$ cat config.mk
export PLATFORM = sky130hd
export DESIGN_NAME = mem_port_arbiter
export DESIGN_NICKNAME = d
export VERILOG_FILES = /design/src/rtl/mem_port_arbiter.sv
export SDC_FILE = /design/constraint.sdc
export NUM_CORES = 1
export LEC_CHECK = 0
export CAP_MARGIN = 20
export CORE_MARGIN = 2
export CORE_UTILIZATION = 31
export CTS_BUF_LIST = sky130_fd_sc_hd__clkbuf_8
export DETAILED_ROUTE_END_ITERATION = 8
export PLACE_DENSITY_LB_ADDON = 0.05
export SETUP_SLACK_MARGIN = 0.1
export SYNTH_ARGS = -nofsm -noshare
export SYNTH_HDL_FRONTEND = slang
export SYNTH_SLANG_ARGS = --single-unit
$ cat constraint.sdc
create_clock -name clk -period 1.78 [get_ports clk]
set_clock_uncertainty 0.2 [all_clocks]
set_input_delay 0.356 -clock clk [delete_from_list [all_inputs] [get_ports clk]]
set_output_delay 0.356 -clock clk [all_outputs]
set_load 0.02 [all_outputs]
$ cat src/rtl/mem_port_arbiter.sv
// Shares one single-port RAM between instruction fetch and load/store.
// Data side has priority; a saturating counter forces a fetch grant after STARVE_LIMIT denials.
package mem_port_arbiter_pkg;
    typedef logic [3:0] memory_mask_t;
    localparam memory_mask_t WORD_MASK = 4'hF;
endpackage

module mem_port_arbiter
    import mem_port_arbiter_pkg::*;
#(
    parameter int unsigned STARVE_LIMIT = 3
) (
    input  logic               clk,
    input  logic               rst_n,
    input  logic               inst_req,
    input  logic [31:0]        inst_addr,
    output logic               inst_ready,
    output logic               inst_rvalid,
    output logic [31:0]        inst_rdata,
    input  logic               data_req,
    input  logic [31:0]        data_addr,
    input  logic               data_we,
    input  logic [31:0]        data_wdata,
    input  memory_mask_t       data_mask,
    output logic               data_ready,
    output logic               data_rvalid,
    output logic [31:0]        data_rdata,
    output logic [31:0]        memory_address,
    output logic [31:0]        memory_write,
    output memory_mask_t       memory_mask,
    output logic               memory_we,
    input  logic [31:0]        memory_out
);
    typedef enum logic [1:0] {IDLE, INST, DATA} state_t;

    localparam logic [3:0] LIMIT = 4'(STARVE_LIMIT);

    state_t      state_q;
    logic [3:0]  starve_q, starve_d;
    logic [31:0] inst_rdata_q, data_rdata_q;
    logic        fetch_forced, inst_gnt, data_gnt;

    // The two grant terms are mutually exclusive by construction.
    always_comb begin
        fetch_forced = (starve_q >= LIMIT);
        inst_gnt     = rst_n && inst_req && (!data_req || fetch_forced);
        data_gnt     = rst_n && data_req && !(inst_req && fetch_forced);
    end

    always_comb begin
        memory_address = data_addr;
        memory_write   = data_wdata;
        memory_mask    = data_mask;
        memory_we      = 1'b0;
        if (inst_gnt) begin
            memory_address = inst_addr;
            memory_mask    = WORD_MASK;
        end else if (data_gnt) begin
            memory_we = data_we;
        end
    end

    always_comb begin
        starve_d = '0;
        if (inst_req && !inst_gnt)
            starve_d = (starve_q == 4'hF) ? starve_q : starve_q + 4'd1;
    end

    always_ff @(posedge clk) begin
        if (!rst_n) begin
            state_q      <= IDLE;
            starve_q     <= '0;
            inst_rdata_q <= '0;
            data_rdata_q <= '0;
        end else begin
            starve_q <= starve_d;
            if (inst_gnt) begin
                state_q      <= INST;
                inst_rdata_q <= memory_out;
            end else if (data_gnt) begin
                state_q      <= DATA;
                data_rdata_q <= data_we ? '0 : memory_out;
            end else begin
                state_q <= IDLE;
            end
        end
    end

    assign inst_ready  = inst_gnt;
    assign data_ready  = data_gnt;
    assign inst_rvalid = (state_q == INST);
    assign data_rvalid = (state_q == DATA);
    assign inst_rdata  = inst_rdata_q;
    assign data_rdata  = data_rdata_q;

endmodule

==> impl_metrics.toml <==
[timing]
holdWs_ns = 0.233
finalWorstSetupSlack_ns = -0.770
drv_slew = 0
grt_setup_unrepaired = "true"
fin_crit_sh = 1.43
finalCriticalPeriod_ns = 2.55
timing.fmax_ghz = 0.392
timing_hold_violations_final = 0
relSlewSlack = 0.345
setup_viol = 101
tightest_slew_ns = 0.983

[placement]
gp_congestion = 0.768
dp_hpwl_um = 8780
dp_cells = 681
numPortBuffers = 209

[global_route]
antenna_found_initial = 0
grt_first_pass_wirelength_um = 17600
grt.busiest_layer = "met2"
use_met3 = 0.0682
grt_max_degree = 98
overflow = 0
grt_use_total = 0.195
grt_pass1_vias = 3264
grt_use_met1 = 0.208
grtUsageMet2 = 0.361

[yosys]
async_flop_share = 0
ys.flop_type = "dfxtp_1"
synthMuxAreaShare = 0.293
ys_ff_latch = 70
ys_top_cells_by_count = "dfxtp_1 (70), mux2i_1 (65), nand2_1 (64)"
synth.most_common_cell = "dfxtp_1"
yosys_warnings = 0
synthTopCellsByArea = "dfxtp_1 (41%), mux2i_1 (19%), mux2_2 (10%)"
synth-edff-count = 0
synthAdderAreaFrac = 0.00362
syn-cell-area_um2 = 3450
synth_area_per_cell_um2 = 9.23
yosysUniqueCellTypes = 20
synth-xor-area-share = 0
syn_inst = 374
synth_top_family_by_area = "multiplexers"
synth_compound_area_frac = 0.00145
yosys.area_share.simple = 0.147
ys_seq_area_frac = 0.406
synth.top_cell.area_share = 0.406
synth.largest_area_cell = "dfxtp_1"

[floorplan]
dieWidth_um = 110
die_area_um2 = 12000
initial_core_util = 0.318
coreArea_um2 = 10800
die_h_um = 110
ios = 274
rows = 38

[setup_path]
crit_start = "data_req"
worstSetupPathType = "in2out"
crit_path_end_kind = "primary output"
cp_data_required_time_ns = 1.22
critPathLaunchType = "input port"
arrival_ns = 1.99
rr_startpoint = "starve_q[0]$_SDFFE_PN0P_"
crit_fanout = 10

[finish]
n_fill_cell = 1006
fin_nets = 721
fin_util = 0.565
post_route_cells_drive_above_1_share = 0.255
fin_cells = 728
antenna_cells = 0
area_growth_syn_to_layout_pct = 77.3

[power_and_ir_drop]
ir_drop_uv = 369
p_per_area_nw_per_um2 = 705
clkPwrFrac = 0.319
leakage_nw = 2.95
p_int_mw = 3.11
power.net_switching_mw = 1.20
swShare = 0.279
pwr-share-seq = 0.394
power_frac_comb = 0.287

[cts]
cts_tree = "yes"
clock-sinks = 70
insertion_delay_ns = 0.33
h-tree-depth = 3
cts_buffer_depth = 2
clk_pin_slew_ns = 0.07
cts_hold_buf = 0
cts_made_buffers = 9
ctsRootBufferMaster = "clkbuf_8"

[routing]
dr.pass1.iters = 4
num_vias = 3259
drc_errors = 0
viasPerCell = 4.48
ant_nets = 0
routed_wl_um = 12500
avgRoutedWirePerCell_um = 17.2
drt_iter0_drc = 89

[flow_run]
maxCapViolations = 0

[outcome]
status = "finished, violations left"
violations = "negative setup slack"

[worst_hold_path]
hold_path_class = "reg2reg"
min-delay-start = "starve_q[0]$_SDFFE_PN0P_"
-- stage by stage --
stage	total power [mW]	worst slack, ns	TNS, ns	area, µm²
final	4.31	-0.770	-35.38	6120
after global routing	4.51	-0.878	-45.49	6120
after CTS	4.30	-0.852	-38.24	5850
after detailed placement	2.90	-1.22	-70.64	5530
after global placement	2.89	-1.21	-69.04	5530
after floorplan	2.37	-0.193	-6.69	3520
-- power groups by stage --
| stage | sequential [mW] | clock (mW) | combinational [mW] |
|---|---|---|---|
| after CTS | 1.70 | 1.42 | 1.18 |
| after global routing | 1.71 | 1.49 | 1.31 |
| final | 1.70 | 1.38 | 1.24 |
| after detailed placement | 1.74 | 0 | 1.16 |
| after floorplan | 1.84 | 0 | 0.528 |
| after global placement | 1.74 | 0 | 1.15 |
-- routing by layer --
| metal | part of all wire | vias to the layer above |
|---|---|---|
| met3 | 0.10 | 10 |
| met4 | 0.011 | 0 |
| li1 | - | 1598 |
| met1 | 0.36 | 1516 |
| met5 | 0 | - |
| met2 | 0.53 | 135 |
-- cells by family after synthesis --
family,count (synthesis)
AO/OA/AOI/OAI,1
adder cells (fa/ha/maj),1
buffers and inverters,92
flip-flops,70
multiplexers,97
other,1
AND/OR/NAND/NOR,112
-- cells in the final DEF (no fill, tap or decap), types with 5 or more instances in the layout --
cell type	instances
clkdlybuf4s50_1	103
dfxtp_1	68
nand2_1	64
mux2i_1	64
dlygate4sd2_1	64
buf_6	48
inv_1	35
nand3_1	33
mux2_2	25
buf_2	14
buf_4	11
clkbuf_8	9
mux2_4	7
buf_12	7
buf_8	5
-- path summary, 6_finish.rpt --
| kind | end | slack [ns] | depth (start not counted) |
|---|---|---|---|
| hold reg to reg | starve_q[0]$_SDFFE_PN0P_ | 0.23 | 1 |
| hold / removal | starve_q[0]$_SDFFE_PN0P_ | 0.23 | 1 |
| setup / recovery | memory_address[11] | -0.77 | 7 |
| setup reg to reg | inst_rdata[24]$_SDFFE_PN0P_ | -0.28 | 10 |
-- registers in the layout, indices dropped and copies added, names as in the netlist --
signal / count
inst_rdata: 32
state_q: 2
data_rdata: 32
starve_q: 4
-- worst max-delay path, cell delays in order --
cell and delay [ns]:
clkdlybuf4s50_1 0.49, nor4b_4 0.31, nor3_4 0.05, buf_6 0.16, buf_16 0.15, mux2_4 0.33
buf_6 0.14
-- final cells by class --
class | instances | area [µm²] | share of cell area
clock inverters | 7 | 90.1 | 0.0147
clock buffers | 9 | 124 | 0.0202
inverters | 35 | 131 | 0.0215
flip-flops and latches | 70 | 1400 | 0.229
well taps | 140 | 175 | 0.0286
repair buffers | 254 | 2550 | 0.417
multi-input cells | 213 | 1640 | 0.269
-- timing repair --
item                       in CTS  in global routing
buffers inserted                8                 23
setup endpoints to repair     157                108
cloned                          4                  1
hold endpoints to repair        0                  0
resized for setup             294                 49
pin swaps                       5                  3
No activity file was read; power rests on OpenSTA's default activity.
